[config.mk]
export PLATFORM = sky130hd
export DESIGN_NAME = ysyx_22040750_axi_wr_arbiter
export DESIGN_NICKNAME = d
export VERILOG_FILES = /design/src/rtl/ysyx_22040750_axi_pkg.sv /design/src/rtl/ysyx_22040750_rr_arb2.sv /design/src/rtl/ysyx_22040750_axi_wr_arbiter.sv
export SDC_FILE = /design/constraint.sdc
export NUM_CORES = 1
export LEC_CHECK = 0
export CAP_MARGIN = 15
export CORE_AREA = 2 2 145 147
export DETAILED_ROUTE_END_ITERATION = 10
export DIE_AREA = 0 0 147 149
export DONT_BUFFER_PORTS = 1
export HOLD_SLACK_MARGIN = 0.05
export PLACE_DENSITY = 0.3
export SYNTH_ARGS = -nofsm -noshare
export SYNTH_HDL_FRONTEND = slang
export SYNTH_SLANG_ARGS = --single-unit
[constraint.sdc]
create_clock -name I_clk -period 2.31 [get_ports I_clk]
set_input_delay 0.693 -clock I_clk [delete_from_list [all_inputs] [get_ports I_clk]]
set_output_delay 0.693 -clock I_clk [all_outputs]
set_load 0.005 [all_outputs]
[src/rtl/ysyx_22040750_axi_pkg.sv]
// Shared definitions for the AXI write-path arbiter: FSM encodings, response codes and lane widths.
package ysyx_22040750_axi_pkg;

    localparam logic [1:0] ST_IDLE = 2'd0;
    localparam logic [1:0] ST_AW   = 2'd1;
    localparam logic [1:0] ST_W    = 2'd2;
    localparam logic [1:0] ST_B    = 2'd3;

    localparam logic [1:0] BRESP_OKAY   = 2'b00;
    localparam logic [1:0] BRESP_SLVERR = 2'b10;

    localparam int NUM_CH = 2;
    localparam int LEN_W  = 8;
    localparam int SIZE_W = 3;
    localparam int RESP_W = 2;

    function automatic logic [NUM_CH-1:0] lane_onehot(input logic idx);
        return idx ? 2'b10 : 2'b01;
    endfunction

endpackage

[src/rtl/ysyx_22040750_rr_arb2.sv]
// Two-way round-robin arbiter: a lone requester wins outright, a tie goes to the priority channel,
// and priority passes to the loser whenever a grant is taken.
module ysyx_22040750_rr_arb2 (
    input  logic       clk_i,
    input  logic       rst_n_i,
    input  logic [1:0] req_i,
    input  logic       update_i,
    output logic       gnt_o
);

    logic prio_q;
    logic prio_d;

    always_comb begin
        gnt_o = prio_q;
        case (req_i)
            2'b01:   gnt_o = 1'b0;
            2'b10:   gnt_o = 1'b1;
            default: gnt_o = prio_q;
        endcase
    end

    always_comb begin
        prio_d = prio_q;
        if (update_i && (|req_i)) begin
            prio_d = ~gnt_o;
        end
    end

    always_ff @(posedge clk_i or negedge rst_n_i) begin
        if (!rst_n_i) begin
            prio_q <= 1'b0;
        end else begin
            prio_q <= prio_d;
        end
    end

endmodule

[src/rtl/ysyx_22040750_axi_wr_arbiter.sv]
// Two-master round-robin arbiter for the shared AXI write path, one whole burst (AW, W, B) per grant.
// Optional macro YSYX_22040750_WLAST_GEN_EN: generate WLAST from the beat counter instead of the master.
module ysyx_22040750_axi_wr_arbiter
    import ysyx_22040750_axi_pkg::*;
#(
    parameter int ADDR_W = 32,
    parameter int DATA_W = 64
) (
    input  logic                  I_clk,
    input  logic                  I_rst_n,
    output logic                  O_axi_awvalid,
    input  logic [1:0]            I_ch_awvalid,
    input  logic                  I_axi_awready,
    output logic [1:0]            O_ch_awready,
    output logic [ADDR_W-1:0]     O_axi_awaddr,
    input  logic [2*ADDR_W-1:0]   I_ch_awaddr,
    output logic [7:0]            O_axi_awlen,
    input  logic [15:0]           I_ch_awlen,
    output logic [2:0]            O_axi_awsize,
    input  logic [5:0]            I_ch_awsize,
    output logic                  O_axi_wvalid,
    input  logic [1:0]            I_ch_wvalid,
    input  logic                  I_axi_wready,
    output logic [1:0]            O_ch_wready,
    output logic [DATA_W-1:0]     O_axi_wdata,
    input  logic [2*DATA_W-1:0]   I_ch_wdata,
    output logic [DATA_W/8-1:0]   O_axi_wstrb,
    input  logic [DATA_W/4-1:0]   I_ch_wstrb,
    output logic                  O_axi_wlast,
    input  logic [1:0]            I_ch_wlast,
    input  logic                  I_axi_bvalid,
    output logic [1:0]            O_ch_bvalid,
    output logic                  O_axi_bready,
    input  logic [1:0]            I_ch_bready,
    input  logic [1:0]            I_axi_bresp,
    output logic [3:0]            O_ch_bresp
);

    localparam int STRB_W = DATA_W / 8;

    logic [1:0]          state_q, state_d;
    logic                gnt_q, gnt_d;
    logic [LEN_W-1:0]    beat_cnt_q, beat_cnt_d;

    logic                arbGnt;
    logic [1:0]          gntOneHot;
    logic                selAwvalid, selWvalid, selBready;
    logic [ADDR_W-1:0]   selAwaddr;
    logic [LEN_W-1:0]    selAwlen;
    logic [SIZE_W-1:0]   selAwsize;
    logic [DATA_W-1:0]   selWdata;
    logic [STRB_W-1:0]   selWstrb;
    logic                wlastSel;
    logic                awHs, wHs, bHs;

    ysyx_22040750_rr_arb2 u_arb (
        .clk_i    (I_clk),
        .rst_n_i  (I_rst_n),
        .req_i    (I_ch_awvalid),
        .update_i (state_q == ST_IDLE),
        .gnt_o    (arbGnt)
    );

    assign gntOneHot  = lane_onehot(gnt_q);
    assign selAwvalid = I_ch_awvalid[gnt_q];
    assign selWvalid  = I_ch_wvalid[gnt_q];
    assign selBready  = I_ch_bready[gnt_q];
    assign selAwaddr  = gnt_q ? I_ch_awaddr[ADDR_W +: ADDR_W] : I_ch_awaddr[0 +: ADDR_W];
    assign selAwlen   = gnt_q ? I_ch_awlen[LEN_W +: LEN_W]    : I_ch_awlen[0 +: LEN_W];
    assign selAwsize  = gnt_q ? I_ch_awsize[SIZE_W +: SIZE_W] : I_ch_awsize[0 +: SIZE_W];
    assign selWdata   = gnt_q ? I_ch_wdata[DATA_W +: DATA_W]  : I_ch_wdata[0 +: DATA_W];
    assign selWstrb   = gnt_q ? I_ch_wstrb[STRB_W +: STRB_W]  : I_ch_wstrb[0 +: STRB_W];

    assign awHs = (state_q == ST_AW) && selAwvalid && I_axi_awready;
    assign wHs  = (state_q == ST_W)  && selWvalid  && I_axi_wready;
    assign bHs  = (state_q == ST_B)  && I_axi_bvalid && selBready;

`ifdef YSYX_22040750_WLAST_GEN_EN
    logic [LEN_W-1:0] len_q, len_d;

    assign len_d    = awHs ? selAwlen : len_q;
    assign wlastSel = (beat_cnt_q == len_q);

    always_ff @(posedge I_clk or negedge I_rst_n) begin
        if (!I_rst_n) begin
            len_q <= '0;
        end else begin
            len_q <= len_d;
        end
    end
`else
    assign wlastSel = I_ch_wlast[gnt_q];
`endif

    // Outputs decode purely from state so that reset silences every port at once.
    always_comb begin
        O_axi_awvalid = 1'b0;
        O_axi_awaddr  = '0;
        O_axi_awlen   = '0;
        O_axi_awsize  = '0;
        O_ch_awready  = '0;
        O_axi_wvalid  = 1'b0;
        O_axi_wdata   = '0;
        O_axi_wstrb   = '0;
        O_axi_wlast   = 1'b0;
        O_ch_wready   = '0;
        O_ch_bvalid   = '0;
        O_ch_bresp    = '0;
        O_axi_bready  = 1'b0;
        case (state_q)
            ST_AW: begin
                O_axi_awvalid = selAwvalid;
                O_axi_awaddr  = selAwaddr;
                O_axi_awlen   = selAwlen;
                O_axi_awsize  = selAwsize;
                O_ch_awready  = gntOneHot & {2{I_axi_awready}};
            end
            ST_W: begin
                O_axi_wvalid  = selWvalid;
                O_axi_wdata   = selWdata;
                O_axi_wstrb   = selWstrb;
                O_axi_wlast   = wlastSel;
                O_ch_wready   = gntOneHot & {2{I_axi_wready}};
            end
            ST_B: begin
                O_ch_bvalid   = gntOneHot & {2{I_axi_bvalid}};
                O_ch_bresp    = gnt_q ? {I_axi_bresp, 2'b00} : {2'b00, I_axi_bresp};
                O_axi_bready  = selBready;
            end
            default: ;
        endcase
    end

    always_comb begin
        state_d    = state_q;
        gnt_d      = gnt_q;
        beat_cnt_d = beat_cnt_q;
        case (state_q)
            ST_IDLE: begin
                if (|I_ch_awvalid) begin
                    gnt_d   = arbGnt;
                    state_d = ST_AW;
                end
            end
            ST_AW: begin
                if (awHs) begin
                    beat_cnt_d = '0;
                    state_d    = ST_W;
                end
            end
            ST_W: begin
                if (wHs) begin
                    beat_cnt_d = beat_cnt_q + 8'd1;
                    if (wlastSel) begin
                        state_d = ST_B;
                    end
                end
            end
            ST_B: begin
                if (bHs) begin
                    state_d = ST_IDLE;
                end
            end
            default: state_d = ST_IDLE;
        endcase
    end

    always_ff @(posedge I_clk or negedge I_rst_n) begin
        if (!I_rst_n) begin
            state_q    <= ST_IDLE;
            gnt_q      <= 1'b0;
            beat_cnt_q <= '0;
        end else begin
            state_q    <= state_d;
            gnt_q      <= gnt_d;
            beat_cnt_q <= beat_cnt_d;
        end
    end

endmodule

==> metrics, run 1 <==
Cell Area, Placed=2843 sq um; Die H=149 um; largest cells by area after synthesis=mux2i_1 49%, nor2b_1 30%, dfrtp_1 4.1%; initial antenna violation count=3; first-pass GRT wire length=14.85 mm; die width=147 um; number of synthesized register bits=4; CP required=1620 ps; gr ovfl total=0; critical path class=reg2out; syn_nets=558; FP Rows=53; clk sink count=4; outcome=completed; core area=20560 sq um; Core Util, Final=14.92%; Post-DP HPWL=9.942 mm; worst hold path class=in2async; sequential area share after synthesis=4.094%; Worst path depth=4; R2R Path Start=gnt_q$_DFFE_PN0P_; CP max stage cell=dfrtp_4; drt wl/cell=20.84 um; Synth area leader=mux2i_1; sum of buffers and inverters on the critical path=2; largest net degree at the start of global routing=55; crit start category=flip-flop; FF-to-FF End=state_q[1]$_DFFE_PN0P_; Top cell by count, worst path=buf_16; final WL=12.09 mm; Tot Pwr=3.744 mW; Syn Area/Cell=7.964 sq um; Int Power=1.976 mW; CTS tree=built; adder-cell share of the synthesized area=3.071%; CP top delay family=flip-flops; synthesized area=2445 sq um; Starting DRT DRC Count=54; compound-cell area share of the yosys netlist=3.531%; post-route DRC violation count=0; Total GRT Usage=9.398%; vias=2324; PwrDens=1220 nW/um^2; post-route ant nets=0; setup ws final=38.63 ps; unrepaired setup endpoints after global routing=true; Root Driver=clkbuf_16; NetSw=1.769 mW; min Tclk post-route=2271 ps; port buffer count=0; Clock power frac=7.6%; worst slack, placed=116.5 ps; CP max stage delay=530 ps; top-area cell type share of the netlist area=48.72%; Worst Path Arrival=1580 ps; Filler cells=2381; Switching Share=47.24%; starting density of the core=11.89%; worst skew pair latency=230 ps; max_slew headroom=76.39%; CTS max path bufs=2; number of global-route vias before repair=2290; Syn Inst Count=307; Synth Area in Simple Gates=33.67%; final hold vios=0; P_leak=1.422 nW; RePlAce Congestion=0.8077; Seq pwr share=4.7%; fin area=3068 sq um; Critical Path, Cell by Cell=buf_16, buf_16, mux2i_1, nor2b_1; post-synthesis mux area share=49.64%; Final setup viols=0; max cap viols=0; drt first pass iters=4; vias per cell=4.007; Hold WS=160.2 ps; Yosys cell types=23; xor and xnor fraction of the mapped netlist area=0%; reg2reg setup slack=300 ps; Tcrit/Tclk final=98.33%; Worst VDD drop=0.2944 mV; Setup crit end kind=output port; share of layout cells above drive strength 1=9.603%; synthesis-to-finish area growth=25.49%; CTS clock-pin slew for the worst setup and hold paths=30 ps; Comb pwr share=87.7%; reg2reg path depth=6; Max H-tree Level=1; Clock Skew=1.443 ps; Worst-Margin Slew=354.2 ps; nets=554; Max Fanout on Critical Path=19; Yosys warnings=0; CTS Buf Count=3; main combinational cell family by area after synthesis=multiplexers; Top Ports=374; crit path launch=gnt_q$_DFFE_PN0P_; DIE AREA=21900 sq um; Slew Limit Fails=0; Peak Freq=440.3 MHz
==> cell usage in the layout (no fill, tap or decap), types with 2 or more instances in the layout <==
| cell | instances |
|---|---|
| nor2b_1 | 118 |
| mux2i_1 | 117 |
| buf_4 | 10 |
| inv_1 | 7 |
| and3_1 | 5 |
| ha_1 | 5 |
| and2_1 | 4 |
| clkbuf_16 | 4 |
| buf_16 | 4 |
| diode_2 | 3 |
| dfrtp_1 | 3 |
| nand2_1 | 2 |
| nor2_1 | 2 |
| mux2i_2 | 2 |
| o21a_1 | 2 |
| buf_12 | 2 |
==> flip-flops by register name, summed over array words and instances, names as in the netlist <==
name and cells:
u_arb.prio_q 1, gnt_q 1, state_q 2
==> per-layer routing <==
layer	global-route usage, %	share of wire (%)	vias to the layer above
met5	0	0	-
met3	2.875	11	23
met1	9.037	33	1039
met4	5.192	4.4	0
li1	-	-	1035
met2	17.89	52	227
==> synthesized netlist by cell type <==
cell type    n
mux2_1       1
a21oi_1      1
buf_4        1
and2_1       4
a31o_2       1
nor2b_1    119
and3_1       5
nor2_1       2
nand2_1      2
a21boi_1     1
buf_2       12
clkbuf_1    14
a21boi_0     1
mux2i_1    119
a2111oi_4    1
o31a_1       1
dfrtp_1      4
mux2_2       1
or4_1        1
ha_1         6
a31oi_1      1
inv_1        7
o21a_1       2
==> worst register-to-register path, cell delays in order, from the launching register on <==
cell	delay (ps)
dfrtp_4	530
buf_16	200
mux2i_1	150
buf_4	160
o31a_1	280
a2111oi_4	230
mux2_1	350
==> worst max-delay path by stage <==
| stage | slack, ps | endpoint |
|---|---|---|
| 4_1_cts | 7 | O_axi_wdata[32] |
| 5_1_grt | -10 | O_axi_wdata[32] |
| 3_3_place_gp | 190 | O_axi_wdata[32] |
| 3_5_place_dp | 120 | O_axi_wdata[32] |
| 6_report | 40 | O_axi_wstrb[7] |
| 2_1_floorplan | 320 | O_axi_wdata[14] |
==> through the flow <==
| stage | setup TNS (ps) | instances |
|---|---|---|
| detailed placement | 0 | 569 |
| finish | 0 | 580 |
| global route | -10.28 | 580 |
| global placement | 0 | 569 |
| floorplan | 0 | 307 |
| CTS | 0 | 575 |
==> cell families after synthesis <==
kind of cell / Yosys count
AO/OA/AOI/OAI: 9
adder cells (fa/ha/maj): 6
buffers and inverters: 34
flip-flops: 4
multiplexers: 121
AND/OR/NAND/NOR: 133
==> final cells by class <==
cell class | instances | area, sq um | share of cell area, %
multi-input combinational | 269 | 2225 | 72.51
inverter | 7 | 26.28 | 0.8564
clock buffer | 4 | 78.83 | 2.569
antenna | 3 | 7.507 | 0.2447
timing repair buffer | 18 | 282.8 | 9.217
sequential | 4 | 103.9 | 3.385
tap | 275 | 344.1 | 11.22
==> timing repair <==
action,CTS,global route
gates cloned,2,1
hold buffers,0,0
endpoints found under the setup margin,10,20
gates resized for setup,6,3
pin swaps,0,0
buffers inserted,0,1
==> power by group through the flow <==
| stage | sequential [mW] | clock, mW | combinational (mW) |
|---|---|---|---|
| final | 0.174 | 0.286 | 3.28 |
| after global placement | 0.155 | 0 | 2.95 |
| after CTS | 0.162 | 0.291 | 3.25 |
| after global routing | 0.182 | 0.294 | 3.53 |
| after floorplan | 0.132 | 0 | 2.36 |
| after detailed placement | 0.155 | 0 | 3.01 |
No activity file was read; power rests on OpenSTA's default activity.
==> run 2: changes to the inputs <==
- REMOVE_ABC_BUFFERS: not set -> 1
==> run 2 against run 1 <==
Worst hold slack better by 1.9 ps. Clock power down 2%. Clock skew rose by 2.1 ps. Combinational power fell by 6%. Critical endpoint is now O_axi_wdata[5]. Via count is 2.4% lower. Total power shrank 5.6%.
==> metrics, run 2 (synthesis results as in run 1) <==
outcome=completed; CP max stage cell=dfrtp_4; Final setup viols=0 (unchanged); starting density of the core=11.89% (unchanged); largest register by flop count=state_q; P_leak=1.382 nW (-2.8%); FP Rows=53 (unchanged); Clock Skew=3.568 ps (+2.125 ps); Total GRT Usage=8.725% (-0.67 points); clk sink count=4 (unchanged); largest registers=state_q: 2 flops, gnt_q: 1 flops, u_arb.prio_q: 1 flops; Core Util, Final=14.44% (-0.48 points); max cap viols=0 (unchanged); crit start category=flip-flop; nets=552 (-0.36%); max FFs per register=2 (unchanged); Starting DRT DRC Count=63 (+17%); first-pass GRT wire length=14.15 mm (-4.7%); share of layout cells above drive strength 1=8.000% (-1.6 points); Clock power frac=8.0% (+0.4 points); NetSw=1.720 mW (-2.7%); max_slew headroom=74.04% (-2.3 points); CP required=1620 ps (about the same); Critical Path, Cell by Cell=buf_12, buf_12, mux2i_1, nor2b_1; CTS max path bufs=2 (unchanged); Fin Setup TNS=0 ps (unchanged); critical path class=reg2out; Slew Limit Fails=0 (unchanged); CTS Buf Count=3 (unchanged); Filler cells=2351 (-1.3%); Worst-Margin Slew=389.4 ps (+35.23 ps); Seq pwr share=4.5% (-0.2 points); Comb pwr share=87.5% (-0.2 points); die width=147 um (unchanged); Top Ports=374 (unchanged); Int Power=1.814 mW (-8.2%); Die H=149 um (unchanged); worst skew pair latency=230 ps (about the same); min Tclk post-route=2269 ps (-2.586 ps); Top cell by count, worst path=buf_12; core area=20560 sq um (unchanged); vias per cell=3.931 (-1.9%); gr ovfl total=0 (unchanged); Worst Path Arrival=1580 ps (about the same); final hold vios=0 (unchanged); PwrDens=1190 nW/um^2 (-2.5%); worst hold path class=in2async; number of global-route vias before repair=2144 (-6.4%); unrepaired setup endpoints after global routing=true; post-route ant nets=0 (unchanged); CP max stage delay=430 ps (-100 ps); final WL=11.66 mm (-3.5%); post-route DRC violation count=0 (unchanged); DIE AREA=21900 sq um (unchanged); CTS tree=built; Root Driver=clkbuf_16; # Post-CTS Setup Buffers=0 (unchanged); Switching Share=48.68% (+1.4 points); vias=2268 (-2.4%); synthesis-to-finish area growth=21.44%; drt first pass iters=4 (unchanged); Tot Pwr=3.534 mW (-5.6%); RePlAce Congestion=0.8118 (+0.51%); most frequent cells in the layout=119 x mux2i_1, 119 x nor2b_1, 10 x buf_4, 7 x inv_1; port buffer count=0 (unchanged); Post-DP HPWL=10.00 mm (+0.61%); Tcrit/Tclk final=98.22% (-0.11 points); Max H-tree Level=1 (unchanged); Setup crit end kind=output port; initial antenna violation count=2 (-1); Max Fanout on Critical Path=47 (+28); CTS clock-pin slew for the worst setup and hold paths=30 ps (about the same); Peak Freq=440.8 MHz (+0.11%); drt wl/cell=20.21 um (-3.0%); Worst VDD drop=0.4363 mV (+48%); largest net degree at the start of global routing=63 (+15%); reg2reg path depth=5 (-1)
[run 2: changes by cell type in the layout (fill, tap and decap cells not counted)]
cell / previous run / this run
buf_16: 4 / 0
buf_12: 2 / 5
mux2i_1: 117 / 119
mux2i_2: 2 / 0
bufbuf_16: 1 / 0
diode_2: 3 / 2
mux2_2: 0 / 1
mux2_4: 1 / 0
nor2b_1: 118 / 119
nor2b_2: 1 / 0
[run 2: through the flow]
stage	setup WS [ps]	cell area [sq um]	hold WS, ps	std cells
final	41.21	2969	162.0	577
after global routing	-18.51	2969	158.8	577
after CTS	38.01	2929	160.3	574
after detailed placement	277.9	2850	397.5	570
after global placement	313.3	2850	397.6	570
after floorplan	-3084	2325	397.4	280
[run 2: timing repair]
action                     in CTS  in global routing
setup endpoints to repair       0                  8
hold buffers                    0                  0
resized for setup               0                  1
[run 2: path summary, 6_finish.rpt]
path,from,to,slack [ps]
worst max-delay path,gnt_q$_DFFE_PN0P_,O_axi_wdata[5],40
worst min-delay path,I_rst_n,state_q[0]$_DFFE_PN0P_,160
worst max register to register,gnt_q$_DFFE_PN0P_,state_q[1]$_DFFE_PN0P_,320
worst min register to register,state_q[0]$_DFFE_PN0P_,state_q[0]$_DFFE_PN0P_,560
max in group asynchronous,I_rst_n,gnt_q$_DFFE_PN0P_,2070
min in group I_clk,state_q[0]$_DFFE_PN0P_,state_q[0]$_DFFE_PN0P_,560
[run 2: final cells by class]
type,count,area [sq um],area share [%]
antenna,2,5.005,0.1686
multi-input combinational,269,2211,74.46
timing repair buffer,16,200.2,6.743
tap,275,344.1,11.59
inverter,7,26.28,0.8850
sequential,4,103.9,3.498
clock buffer,4,78.83,2.655
[run 2: metal layers]
layer	vias to the layer above	part of all wire, %	track usage, %	routed length (um)
li1	1025	-	-	-
met1	1021	34	8.721	3992
met2	218	53	17.21	6238
met3	4	11	2.844	1311
met4	0	1.0	2.452	118
met5	-	0	0	0
[run 2: critical path: cells and delay by family, from the launching register on]
kind / cells / cell delay, ps
buffers and inverters: 2 / 530
DFF: 1 / 430
muxes: 1 / 230
and+or+nand+nor: 1 / 90
[run 2: power groups by stage]
stage / Combinational, mW / Clock, mW / Sequential, mW
floorplan: 1.80 / 0 / 0.373
global placement: 3.02 / 0 / 0.155
detailed placement: 3.07 / 0 / 0.157
CTS: 3.08 / 0.283 / 0.157
global route: 3.34 / 0.290 / 0.166
finish: 3.09 / 0.281 / 0.160
